[config.mk]
export PLATFORM = sky130hd
export DESIGN_NAME = bnn_act_packer
export DESIGN_NICKNAME = d
export VERILOG_FILES = /design/src/rtl/bnn_pkg.sv /design/src/rtl/bnn_act_packer_binarizer.sv /design/src/rtl/bnn_act_packer.sv
export SDC_FILE = /design/constraint.sdc
export NUM_CORES = 1
export LEC_CHECK = 0
export ABC_CLOCK_PERIOD_IN_PS = 3100
export CORE_UTILIZATION = 25
export DETAILED_ROUTE_END_ITERATION = 16
export DONT_BUFFER_PORTS = 1
export GPL_TIMING_DRIVEN = 0
export HOLD_SLACK_MARGIN = 0.1
export PLACE_DENSITY = 0.39
export RECOVER_POWER = 25
export SLEW_MARGIN = 15
export SYNTH_ARGS = -nofsm -noshare
export SYNTH_HDL_FRONTEND = slang
export SYNTH_HIERARCHICAL = 1
export SYNTH_SLANG_ARGS = --single-unit
[constraint.sdc]
create_clock -name clk -period 3.1 [get_ports clk]
set_input_delay 0.93 -clock clk [delete_from_list [all_inputs] [get_ports clk]]
set_output_delay 0.93 -clock clk [all_outputs]
set_load 0.005 [all_outputs]
[src/rtl/bnn_pkg.sv]
// Shared definitions for the binarized-vector producer and the XNOR-popcount consumers.
// Holds default geometry, the FSM encoding, the bit-order mapping and the binarize rule.
package bnn_pkg;

    localparam int VEC_W_DEF  = 256;
    localparam int LANES_DEF  = 16;
    localparam int ACT_W_DEF  = 8;
    localparam int BEATS      = VEC_W_DEF / LANES_DEF;
    localparam int BEAT_CNT_W = $clog2(BEATS);

    // Activations and thresholds are sign-extended to this width before comparison.
    localparam int ACT_EXT_W  = 32;

    typedef enum logic [0:0] {
        ST_FILL      = 1'b0,
        ST_HOLD_FULL = 1'b1
    } pack_state_e;

    // Vector bit position of (beat, lane); the popcount layers use the same order.
    function automatic int vec_bit_idx(input int beat, input int lane, input int lanes);
        return beat * lanes + lane;
    endfunction

    function automatic logic binarize(input logic signed [ACT_EXT_W-1:0] act,
                                      input logic signed [ACT_EXT_W-1:0] thresh);
        return (act >= thresh);
    endfunction

endpackage

[src/rtl/bnn_act_packer_binarizer.sv]
// LANES parallel comparators turning one beat of signed activations into LANES bits.
// With BNN_PACK_THRESH_EN defined each lane compares against thresh_i, otherwise against zero.
module bnn_lane_binarizer
    import bnn_pkg::*;
#(
    parameter int LANES = LANES_DEF,
    parameter int ACT_W = ACT_W_DEF
) (
    input  logic [LANES*ACT_W-1:0] data_i,
`ifdef BNN_PACK_THRESH_EN
    input  logic [ACT_W-1:0]       thresh_i,
`endif
    output logic [LANES-1:0]       bits_o
);

    logic signed [ACT_EXT_W-1:0] thr_ext_s;

    // Per-lane signed compare against the (optional) threshold.
    always_comb begin
`ifdef BNN_PACK_THRESH_EN
        thr_ext_s = ACT_EXT_W'($signed(thresh_i));
`else
        thr_ext_s = '0;
`endif
        bits_o = '0;
        for (int i = 0; i < LANES; i++) begin
            bits_o[i] = binarize(ACT_EXT_W'($signed(data_i[i*ACT_W +: ACT_W])), thr_ext_s);
        end
    end

endmodule

[src/rtl/bnn_act_packer.sv]
// Packs binarized activation beats into VEC_W-bit vectors with a valid/ready output.
// Optional per-beat signed threshold input enabled by BNN_PACK_THRESH_EN.
module bnn_act_packer
    import bnn_pkg::*;
#(
    parameter  int VEC_W  = VEC_W_DEF,
    parameter  int LANES  = LANES_DEF,
    parameter  int ACT_W  = ACT_W_DEF,
    localparam int NBEATS = VEC_W / LANES,
    localparam int CNT_W  = $clog2(NBEATS)
) (
    input  logic                   clk,
    input  logic                   rst_n,
    input  logic                   in_valid,
    output logic                   in_ready,
    input  logic [LANES*ACT_W-1:0] in_data,
    input  logic                   in_last,
`ifdef BNN_PACK_THRESH_EN
    input  logic [ACT_W-1:0]       thresh,
`endif
    output logic [VEC_W-1:0]       out_data,
    output logic                   out_valid,
    input  logic                   out_ready,
    output logic                   short_err,
    output logic [CNT_W-1:0]       beat_cnt
);

    pack_state_e      state_q, state_d;
    logic [VEC_W-1:0] acc_q, acc_d;
    logic [VEC_W-1:0] out_data_q, out_data_d;
    logic             out_valid_q, out_valid_d;
    logic             short_err_q, short_err_d;
    logic [CNT_W-1:0] beat_cnt_q, beat_cnt_d;

    logic [LANES-1:0] lane_bits_s;
    logic [VEC_W-1:0] acc_ins_s;
    logic             last_beat_s;
    logic             closing_s;
    logic             out_free_s;
    logic             accept_s;

    bnn_lane_binarizer #(
        .LANES (LANES),
        .ACT_W (ACT_W)
    ) u_binarizer (
        .data_i   (in_data),
`ifdef BNN_PACK_THRESH_EN
        .thresh_i (thresh),
`endif
        .bits_o   (lane_bits_s)
    );

    assign last_beat_s = (beat_cnt_q == CNT_W'(NBEATS - 1));
    assign closing_s   = last_beat_s || in_last;
    assign out_free_s  = !out_valid_q || out_ready;
    assign accept_s    = in_valid && in_ready;

    // State register.
    always_ff @(posedge clk or negedge rst_n) begin
        if (!rst_n) begin
            state_q <= ST_FILL;
        end else begin
            state_q <= state_d;
        end
    end

    // Next state: a closing beat that finds the output register busy parks in HOLD_FULL.
    always_comb begin
        state_d = state_q;
        case (state_q)
            ST_FILL: begin
                if (in_valid && closing_s && !out_free_s) begin
                    state_d = ST_HOLD_FULL;
                end else begin
                    state_d = ST_FILL;
                end
            end
            ST_HOLD_FULL: begin
                if (out_ready) begin
                    state_d = ST_FILL;
                end else begin
                    state_d = ST_HOLD_FULL;
                end
            end
            default: state_d = ST_FILL;
        endcase
    end

    // Output decode: only a closing beat can be stalled, and only by a held vector.
    always_comb begin
        in_ready = 1'b1;
        case (state_q)
            ST_FILL:      in_ready = !closing_s || out_free_s;
            ST_HOLD_FULL: in_ready = !closing_s || out_ready;
            default:      in_ready = 1'b1;
        endcase
    end

    // Datapath next-state: insert the beat, and on a closing beat hand acc to the output.
    always_comb begin
        acc_ins_s = acc_q;
        acc_ins_s[vec_bit_idx(int'(beat_cnt_q), 0, LANES) +: LANES] = lane_bits_s;

        acc_d       = acc_q;
        out_data_d  = out_data_q;
        beat_cnt_d  = beat_cnt_q;
        short_err_d = 1'b0;

        if (accept_s && closing_s) begin
            acc_d       = '0;
            out_data_d  = acc_ins_s;
            beat_cnt_d  = '0;
            short_err_d = !last_beat_s;
        end else if (accept_s) begin
            acc_d      = acc_ins_s;
            beat_cnt_d = beat_cnt_q + CNT_W'(1);
        end else begin
            acc_d      = acc_q;
            beat_cnt_d = beat_cnt_q;
        end

        if (accept_s && closing_s) begin
            out_valid_d = 1'b1;
        end else if (out_ready) begin
            out_valid_d = 1'b0;
        end else begin
            out_valid_d = out_valid_q;
        end
    end

    // Datapath registers; reset discards any partial vector.
    always_ff @(posedge clk or negedge rst_n) begin
        if (!rst_n) begin
            acc_q       <= '0;
            out_data_q  <= '0;
            out_valid_q <= 1'b0;
            short_err_q <= 1'b0;
            beat_cnt_q  <= '0;
        end else begin
            acc_q       <= acc_d;
            out_data_q  <= out_data_d;
            out_valid_q <= out_valid_d;
            short_err_q <= short_err_d;
            beat_cnt_q  <= beat_cnt_d;
        end
    end

    assign out_data  = out_data_q;
    assign out_valid = out_valid_q;
    assign short_err = short_err_q;
    assign beat_cnt  = beat_cnt_q;

endmodule

## Yosys cells after proc, flatten, opt, wreduce, memory -nomap -nowiden

Cells that the tools add are included.

| word-level totals | value |
|---|---|
| flip-flop bits (word level) | 519 |
| output and inout port bits | 263 |

| operators by class | value |
|---|---|
| add/subtract/negate cells | 2 |
| magnitude comparators | 16 |
| equal/unequal tests | 1 |
| shift-type cells | 2 |
| multiplexer cells | 12 |
| bitwise logic cells | 1 |
| reduce and logical (&&, ||, !) cells | 14 |

Operators by type and width:

| operator | number |
|---|---|
| 2-to-1 mux 256 bit | 2 |
| bitwise mux 256 bit | 1 |
| variable shift 16 x 33 -> 256 bit (first input constant) | 1 |
| variable part select 16 x 33 -> 256 bit | 1 |
| >= comparator 8 x 1 -> 1 bit (second input constant) | 16 |
| negation 8 -> 33 bit | 1 |
| 2-to-1 mux 4 bit | 2 |
| 2-to-1 mux 1 bit | 5 |
| adder 4 x 1 -> 4 bit (second input constant) | 1 |
| equality test 4 bit (second input constant) | 1 |
| logical AND 1 bit | 4 |
| logical NOT 1 bit | 4 |
| logical OR 1 bit | 4 |
| one-hot mux 1 bit (2 select lines) | 2 |
| nonzero test 2 bit | 2 |
| NOT 1 bit | 1 |

## Longest topological paths before layout

Gate-level depths: netlist of the first run.

| logic depth | value |
|---|---|
| depth in word-level cells | 8 |
| depth in mapped cells | 13 |
| depth with buffers taken out | 6 |

## Modules after synthesis

Netlist of the first run, hierarchy kept.

Modules (own cells, without submodules):

| module | times used | cells each | area each (um^2) | sequential area each (um^2) |
|---|---|---|---|---|
| bnn_act_packer | 1 | 2,110 | 22,670.5 | 12,987.5 |
| bnn_lane_binarizer | 1 | 16 | 60.1 | 0.0 |

## Worst setup path before layout of the first run

Ideal clock, no wire load.

| timing | value |
|---|---|
| path type | reg2reg |
| start point | register beat_cnt_q[0] (netlist: beat_cnt[0]) |
| end point | register acc_q[230] |
| library setup time | 0.123 ns |
| arrival | 3.020 ns |
| required time | 2.977 ns |
| setup slack | -0.043 ns |
| stages on the path, launching flop included | 14 |
| clock period less this slack | 3.143 ns |
| path through | dfrtp_1 -> buf_2 -> clkbuf_1 -> clkbuf_1 -> nor3_1 -> ha_1 -> buf_2 -> or4b_1 -> clkbuf_1 -> a21oi_1 -> buf_4 -> a21oi_1 -> buf_2 -> o2bb2ai_1 |

| between the ends | value |
|---|---|
| longest elaborated chain between the ends | 8 |
| elaborated cells between the ends (all ways) | 15 |

Ends and longest elaborated chain:

| element | line | source |
|---|---|---|
| from (decl) | bnn_act_packer.sv:33 | `logic [CNT_W-1:0] beat_cnt_q, beat_cnt_d;` |
| from (signal assigned) | bnn_act_packer.sv:144 | `beat_cnt_q <= beat_cnt_d;` |
| branches (longest 8 deep; another with negation 8 -> 33 bit) | -- |  |
| to (signal assigned) | bnn_act_packer.sv:134 | `acc_q <= '0;` |
| to (signal assigned) | bnn_act_packer.sv:140 | `acc_q <= acc_d;` |
| to (decl) | bnn_act_packer.sv:29 | `logic [VEC_W-1:0] acc_q, acc_d;` |

Parallel ways; which one is timed is not known. The select of a mux whose other input is x is not followed.
A chain may end at the register's enable or synchronous reset.

## Final worst setup path of the first run

| timing | value |
|---|---|
| start point | register beat_cnt_q[1] (netlist: beat_cnt[1]) |
| end point | output in_ready |

| between the ends | value |
|---|---|
| longest elaborated chain between the ends | 5 |
| elaborated cells between the ends (all ways) | 6 |

Ends and longest elaborated chain:

| element | line | source |
|---|---|---|
| equality test 4 bit * | bnn_act_packer.sv:53 | `assign last_beat_s = (beat_cnt_q == CNT_W'(NBEATS - 1));` |
| logical OR 1 bit * | bnn_act_packer.sv:54 | `assign closing_s = last_beat_s \|\| in_last;` |
| logical NOT 1 bit * | bnn_act_packer.sv:93, bnn_act_packer.sv:94 |  |
| logical OR 1 bit, on equally long branches | bnn_act_packer.sv:94, bnn_act_packer.sv:93 |  |
| one-hot mux 1 bit (2 select lines) * | bnn_act_packer.sv:92 | `case (state_q)` |
| to (decl) | bnn_act_packer.sv:15 | `output logic in_ready,` |

Every way passes the cells marked *; elsewhere a longest branch is shown, timed or not.

==> impl_summary.txt, run 1 <==
----------------------------------------------------
[Clock tree]
  Clock-pin slew of the registers on the worst-case setup and hold paths ... 0.06 ns
  Clock insertion delay at the later pin of the skew report ... 0.65 ns
  CTS Buf Count ... 61
  Clock tree from TritonCTS ... built
  Deepest level of the CTS H-tree ... 2
  Clock Root Buffer ... clkbuf_16
  Buffer levels on the longest clock path ... 3
  Clock sinks ... 519

[Floorplan]
  Io pins ... 396
  Horizontal die dimension ... 304 um
  Total number of placement rows ... 110
  Floorplan die height ... 304 um
  DIE AREA ... 92,100 um^2
  Initial core utilization ... 0.253
  Core ar. ... 90,000 um^2

[Setup path]
  Class of the most critical setup path ... flip-flop to primary output
  R2r endpoint ... acc_q[237]$_DFFE_PN0P_
  Required @ worst endpoint ... 2.17 ns
  Number of cells on the worst reg-to-reg path ... 13
  Element type at the critical path end ... primary output
  Worst EP arrival ... 2.12 ns
  Largest fanout of any net on the critical path ... 10
  Worst-case register-to-register setup slack ... 0.10 ns
  Kind of launch point of the worst setup path ... flip-flop
  Beginning of the worst register-to-register path ... beat_cnt[0]$_DFFE_PN0P_

[Pwr]
  Clock network power share ... 0.373
  Peak supply drop ... 0.000423 V
  Leakage dissipation ... 0.0117 uW
  Switching Share ... 0.344
  Sequential power share ... 0.409
  Cell internal pwr ... ~13,000 uW
  Power density relative to cell area ... 732 nW/um^2
  Combinational Power Share ... 0.218
  Net load switching power ... 6960 uW

[Yosys]
  Dominant combinational cell family by area after synthesis ... compound AO/OA/AOI/OAI gates
  Yosys top cell area share ... 0.571
  Share of cell area taken by muxes after synthesis ... 0.0802
  Parity-gate share of the synthesized area counting xor and xnor cells ... 0.000771
  Netlist cell types ... 54
  Main flop type after synthesis ... dfrtp_1
  Post-Synth Adder-Cell Area ... 0.00275
  Mean post-synth cell area ... 10.7 um^2
  Largest area contributor in the netlist ... dfrtp_1
  Post-synth design cell area ... 22,700 um^2
  Number of enable-type register cells in the synthesized netlist ... 0
  #FFs+latches synth ... 519
  Post-Synthesis Net Count ... 2,264
  Ranking of synthesized cells by area ... dfrtp_1, mux2i_1, a22o_1
  Yosys warning total ... 6
  Post-synthesis async set-or-reset flop share ... 1.00
  Simple-gate share of the synthesized area ... 0.110
  Number of instances in the synthesized netlist ... 2,126
  Area fraction in compound gates after synthesis ... 0.182
  Register area share after synthesis ... 0.571

[GRT]
  Pin count of the biggest net entering global routing ... 520
  Number of global-route vias before repair ... ~18,000
  Initial antenna violation count ... 10
  Global-route wire length before repair ... 132,000 um
  Tot GR Track Use ... 0.198
  GR Overflow Total ... 0

[Layout]
  Utilization after layout ... 0.307
  Post-synthesis to final-layout area growth ... 21.7%
  Share of layout cells above drive strength 1 ... 0.185
  Cell Count, Final, Fillers Out ... 3,460
  Total Nets Final ... 2,370

[Placement]
  Placement Setup Slack ... -1.75 ns
  Routability-driven placement congestion ratio ... 0.819
  Placed cell count ... 3,302
  Buffers on Ports ... 0
  Half-perimeter wire length after placement ... 65,200 um

[Job]
  Number of maximum-capacitance violations ... 0

[STA]
  Max-slew violation count ... 0
  Final WS setup ... about 0.054 ns
  Setup Skew ... 0.0304 ns
  Achievable Freq ... 328 MHz
  Worst Hold Slack ... 0.00203 ns
  Setup total negative slack ... 0 ns
  Unrepaired setup endpoints after global routing ... true
  Final Hold Vio Count ... 0
  Slew Limit Headroom ... 0.119
  Setup-failing EPs final ... 0
  Pin slew with the least headroom to its limit ... 1.32 ns
  Part of the cycle the worst path needs ... 0.983
  Shortest period the worst path allows ... roughly 3 ns

[Hold path]
  Worst hold path type ... primary input to asynchronous set/reset pin

[Drt]
  DRC errors left ... 0
  Final WL ... 91,800 um
  Number of nets with antenna violations after detailed routing ... 0
  Detailed-route via count ... 17,300
  Number of iterations in the first detailed-routing pass ... 5
  Per-cell via count in the routed design ... 5.01
  Routed WL per cell ... 26.5 um
  Initial DRC Count ... 1,310

[Outcome]
  Status ... completed

----------------------------------------------------
repair_timing:
item | CTS | global route
gates cloned | 2 | 0
hold endpoints to repair | 519 | 339
resized for setup | 186 | 70
pin swaps | 16 | 8
setup endpoints to repair | 514 | 302
setup buffers | 32 | 12
how the worst max path moves through the flow:
| stage | to | from | slack [ns] | depth (start not counted) |
|---|---|---|---|---|
| CTS | out_data[224]$_DFFE_PN0P_ | beat_cnt[0]$_DFFE_PN0P_ | 0.004 | 9 |
| floorplan | acc_q[230]$_DFFE_PN0P_ | beat_cnt[0]$_DFFE_PN0P_ | 0.05 | 13 |
| detailed placement | out_data[204]$_DFFE_PN0P_ | beat_cnt[0]$_DFFE_PN0P_ | -1.75 | 10 |
| global placement | out_data[140]$_DFFE_PN0P_ | beat_cnt[0]$_DFFE_PN0P_ | -1.75 | 10 |
| finish | in_ready | beat_cnt[1]$_DFFE_PN0P_ | 0.05 | 4 |
| global route | in_ready | beat_cnt[1]$_DFFE_PN0P_ | -0.06 | 4 |
kinds of logic (layout without fill, tap and decap cells):
group	count (synthesis)	in the layout
XOR/XNOR	2	2
AO/OA/AOI/OAI	619	619
buffers and inverters	273	430
AND/OR/NAND/NOR	526	526
flip-flops	519	519
other	0	1
adder cells (fa/ha/maj)	5	5
multiplexers	182	182
per-stage QoR:
stage	instance area, um^2	power (uW)
5_1_grt	27700	21200
6_report	27700	20200
2_1_floorplan	22700	10300
3_5_place_dp	24200	12100
3_3_place_gp	24200	12000
4_1_cts	27400	20300
critical path, stage by stage (launching register included):
cell and delay (ns):
dfrtp_2 0.54, ha_2 0.32, a31o_2 0.22, clkbuf_4 0.25
nand2_2 0.16
layout by cell type, fill, tap and decap left out, types with 48 or more instances in the layout:
cell type | netlist | layout
a21oi_1 | 190 | 182
o2bb2ai_1 | 80 | 80
clkbuf_16 | 0 | 64
o21ai_0 | 69 | 69
mux2i_1 | 181 | 169
a31oi_1 | 81 | 77
a22o_1 | 129 | 129
buf_2 | 94 | 73
o22ai_1 | 48 | 48
nand3_1 | 78 | 76
nor2_1 | 262 | 259
buf_4 | 7 | 55
dfrtp_1 | 519 | 515
nand2_1 | 60 | 58
inv_1 | 72 | 71
power groups by stage:
stage          Sequential (uW)  Combinational [uW]  Clock (uW)
2_1_floorplan             7980                2350           0
3_3_place_gp              8430                3570           0
3_5_place_dp              8440                3610           0
4_1_cts                   8330                4280        7720
5_1_grt                   8400                4780        7990
6_report                  8290                4410        7540
flip-flops by register name (all words and copies together), names as in the netlist:
name and flops:
state_q 1, acc_q 256, out_valid 1, beat_cnt 4, short_err 1, out_data 256
cell usage after synthesis, types with 11 or more instances:
library cell	n
o21ai_0	69
o22ai_1	48
a31oi_1	81
buf_1	12
a22o_1	129
mux2i_1	181
and3_1	17
dfrtp_1	519
o2bb2ai_1	80
nand3_1	78
and2_1	15
nand2_1	60
nand2b_1	13
nor3_2	11
nor2_1	262
inv_1	72
buf_2	94
a21oi_1	190
clkbuf_1	85
nor3b_1	32
per-layer routing:
metal / wire length, um / global-route usage / vias to the layer above
met2: 43600 / 0.324 / 485
met1: 38300 / 0.250 / 8911
met3: 7470 / 0.0625 / 114
met4: 2370 / 0.0536 / 0
met5: 0 / 0 / -
li1: - / - / 7822
area by class of cell:
class / instances / area, um^2
inverter: 72 / 274
timing repair buffer: 46 / 454
buffer: 198 / 1140
clock inverter: 24 / 238
antenna: 1 / 2.50
tap: 1176 / 1470
fill: 9293 / 62300
multi-input combinational: 1334 / 9230
clock buffer: 90 / 1860
sequential: 519 / 13000
No activity file was read; power rests on OpenSTA's default activity.
==> run 2, diff against run 1 <==
--- a/config.mk
+++ b/config.mk
@@ -10,7 +10,7 @@
 export DETAILED_ROUTE_END_ITERATION = 16
 export DONT_BUFFER_PORTS = 1
 export GPL_TIMING_DRIVEN = 0
-export HOLD_SLACK_MARGIN = 0.1
+export HOLD_SLACK_MARGIN = 0.06
 export PLACE_DENSITY = 0.39
 export RECOVER_POWER = 25
 export SLEW_MARGIN = 15
==> results of run 2 <==
Final layout, timing and power as in run 1 (identical DEF).
==> run 3, diff against run 2 <==
--- a/config.mk
+++ b/config.mk
@@ -8,10 +8,9 @@
 export ABC_CLOCK_PERIOD_IN_PS = 3100
 export CORE_UTILIZATION = 25
 export DETAILED_ROUTE_END_ITERATION = 16
-export DONT_BUFFER_PORTS = 1
 export GPL_TIMING_DRIVEN = 0
 export HOLD_SLACK_MARGIN = 0.06
-export PLACE_DENSITY = 0.39
+export PLACE_DENSITY = 0.44
 export RECOVER_POWER = 25
 export SLEW_MARGIN = 15
 export SYNTH_ARGS = -nofsm -noshare
==> run 3 against run 2 <==
Compared with the run above:
- the run now ends with capacitance limit, slew limit left
- worst setup slack worse by 0.0015 ns
- clock power is 4.0% lower
- highest routed layer is now met5
- core utilization is 3.0 points higher
- clock skew is 0.0014 ns higher
==> impl_summary.txt, run 3 (synthesis gave the netlist of run 1 again) <==
----------------------------------------------------
[Outcome]
  Status ... finished with violations
  Violated checks ... capacitance limit, slew limit

[Pwr]
  Power density relative to cell area ... 699 nW/um^2 (-4.4%)
  Peak supply drop ... 0.000498 V (+18%)
  Power, Total ... 21,200 uW (+4.9%)
  Leakage dissipation ... 0.0127 uW (+8.5%)

[GRT]
  Tot GR Track Use ... 0.193 (-0.00506)
  Number of global-route vias before repair ... 19,100 (+5.8%)
  Pin count of the biggest net entering global routing ... 102 (-80%)
  Global-route wire length before repair ... 131,000 um (-0.39%)
  GR Overflow Total ... 0 (unchanged)
  Initial antenna violation count ... 7 (-3)

[Floorplan]
  Core ar. ... 90,000 um^2 (unchanged)
  Initial core utilization ... 0.253 (unchanged)
  Total number of placement rows ... 110 (unchanged)
  Floorplan die height ... 304 um (unchanged)
  Horizontal die dimension ... 304 um (unchanged)
  Io pins ... 396 (unchanged)
  DIE AREA ... 92,100 um^2 (unchanged)

[Setup path]
  Highest-delay cell along the critical path ... dfrtp_2
  Element type at the critical path end ... primary output
  Crit-path cells ... buf_4, ha_4, a31o_2, buf_6, nand2_4, dlygate4sd2_1
  Largest fanout of any net on the critical path ... 10 (unchanged)
  Kind of launch point of the worst setup path ... flip-flop
  Gate family responsible for the most delay along the worst path ... buffers and inverters
  Worst path max stage delay ... 0.41 ns (-0.13 ns)
  Required @ worst endpoint ... 2.17 ns (about the same)
  Class of the most critical setup path ... flip-flop to primary output
  Number of buffers and inverters on the critical path ... 3 (+2)
  Worst EP arrival ... 2.12 ns (about the same)

[STA]
  Setup total negative slack ... 0 ns (unchanged)
  Setup Skew ... 0.0318 ns (+0.00139 ns)
  Max-slew violation count ... 48 (+48)
  Unrepaired setup endpoints after global routing ... true
  Pin slew with the least headroom to its limit ... 1.50 ns (+0.183 ns)
  Achievable Freq ... 328 MHz (about the same)
  Shortest period the worst path allows ... 3.05 ns (+0.00151 ns)
  Setup-failing EPs final ... 0 (unchanged)
  Final WS setup ... 0.0523 ns (-0.00151 ns)
  Part of the cycle the worst path needs ... 0.983 (about the same)
  Slew Limit Headroom ... -0.00279 (-0.122)
  Final Hold Vio Count ... 0 (unchanged)

[Layout]
  Cell Count, Final, Fillers Out ... 3,728 (+7.7%)
  Share of layout cells above drive strength 1 ... 0.155 (-0.0305)
  Total Nets Final ... 2,642 (+11%)
  Most frequent standard cell in the layout excluding fill and tap cells ... dfrtp_1
  Diodes inserted ... 0 (-1)
  Design area ... 30,400 um^2 (+9.8%)
  Commonest cells after routing, fill and taps aside ... dfrtp_1, clkdlybuf4s50_1, nor2_1
  Post-synthesis to final-layout area growth ... 33.6%

[Drt]
  Per-cell via count in the routed design ... 4.93 (-1.5%)
  DRC errors left ... 0 (unchanged)
  Final WL ... 89,400 um (-2.6%)
  Initial DRC Count ... 1,303 (-0.53%)
  Detailed-route via count ... 18,400 (+6.1%)
  Number of iterations in the first detailed-routing pass ... 7 (+2)
  Routed WL per cell ... 24.0 um (-9.6%)
  Number of nets with antenna violations after detailed routing ... 0 (unchanged)

[Clock tree]
  Clock insertion delay at the later pin of the skew report ... 0.64 ns (about the same)
  Buffer levels on the longest clock path ... 3 (unchanged)
  Clock tree from TritonCTS ... built
  Clock-pin slew of the registers on the worst-case setup and hold paths ... 0.06 ns (about the same)
  Deepest level of the CTS H-tree ... 2 (unchanged)
  Clock Root Buffer ... clkbuf_16
  Clock sinks ... 519 (unchanged)
  CTS Buf Count ... 59 (-3.3%)

[Job]
  Number of maximum-capacitance violations ... 1 (+1)

[Placement]
  Routability-driven placement congestion ratio ... 0.850 (+3.8%)
  Placed cell count ... 3,591 (+8.8%)
  Placement Setup Slack ... -1.39 ns (+0.355 ns)
  Placed inst area ... 27,200 um^2 (+12%)
  Buffers on Ports ... 283 (+283)
  Half-perimeter wire length after placement ... 66,000 um (+1.1%)

[Hold path]
  Worst hold path type ... primary input to asynchronous set/reset pin

----------------------------------------------------
-- run 3: worst reg2reg max path, cell delays in order (launching register included) --
cell       delay (ns)
dfrtp_2          0.41
buf_6            0.15
buf_8            0.16
clkbuf_16        0.18
nor3_2           0.18
ha_1             0.26
buf_6            0.14
or4b_4           0.54
a21oi_2          0.14
buf_6            0.20
mux2i_4          0.40
a21oi_1          0.12
-- run 3: cell type report --
cell class / instances / area, um^2
buffer: 194 / 1100
clock buffer: 88 / 1740
clock inverter: 21 / 259
fill: 9055 / 59600
inverter: 72 / 274
multi-input combinational: 1334 / 9220
sequential: 519 / 13000
tap: 1176 / 1470
timing repair buffer: 324 / 3320
-- run 3: path summary, 6_finish.rpt --
path	to	slack, ns	cells past startpoint	start
min	out_data[190]$_DFFE_PN0P_	0.20	1	rst_n
max	in_ready	0.05	6	beat_cnt[0]$_DFFE_PN0P_
min reg2reg	acc_q[39]$_DFFE_PN0P_	0.48	1	acc_q[39]$_DFFE_PN0P_
max reg2reg	out_data[224]$_DFFE_PN0P_	0.08	11	beat_cnt[0]$_DFFE_PN0P_
max in group asynchronous	out_data[78]$_DFFE_PN0P_	0.50	4	rst_n
min in group clk	acc_q[39]$_DFFE_PN0P_	0.48	1	acc_q[39]$_DFFE_PN0P_
-- run 3: power breakdown --
part           internal (uW)  total [uW]  switching [uW]
sequential              7460        7980             525
clock                   4280        7240            2970
combinational           2440        6010            3580
total                  14200       21200            7070
-- run 3: what timing repair did --
action | CTS | global route
gates resized for setup | 156 | 92
setup endpoints to repair | 513 | 390
hold buffers | 0 | 0
pin swaps | 9 | 5
buffers inserted | 26 | 7
cloned | 1 | 1
-- run 3: per-layer routing --
metal,wire [um],up-vias,track usage
met2,42600,568,0.317
met1,38100,9321,0.252
met4,2540,2,0.0551
met5,10,-,0
li1,-,8375,-
met3,6200,129,0.0460
-- run 3: stage by stage --
step	utilization	hold WS, ns
finish	0.337	0.196
global route	0.337	0.202
CTS	0.334	0.175
detailed placement	0.302	0.468
global placement	0.300	0.466
floorplan	-	0.450
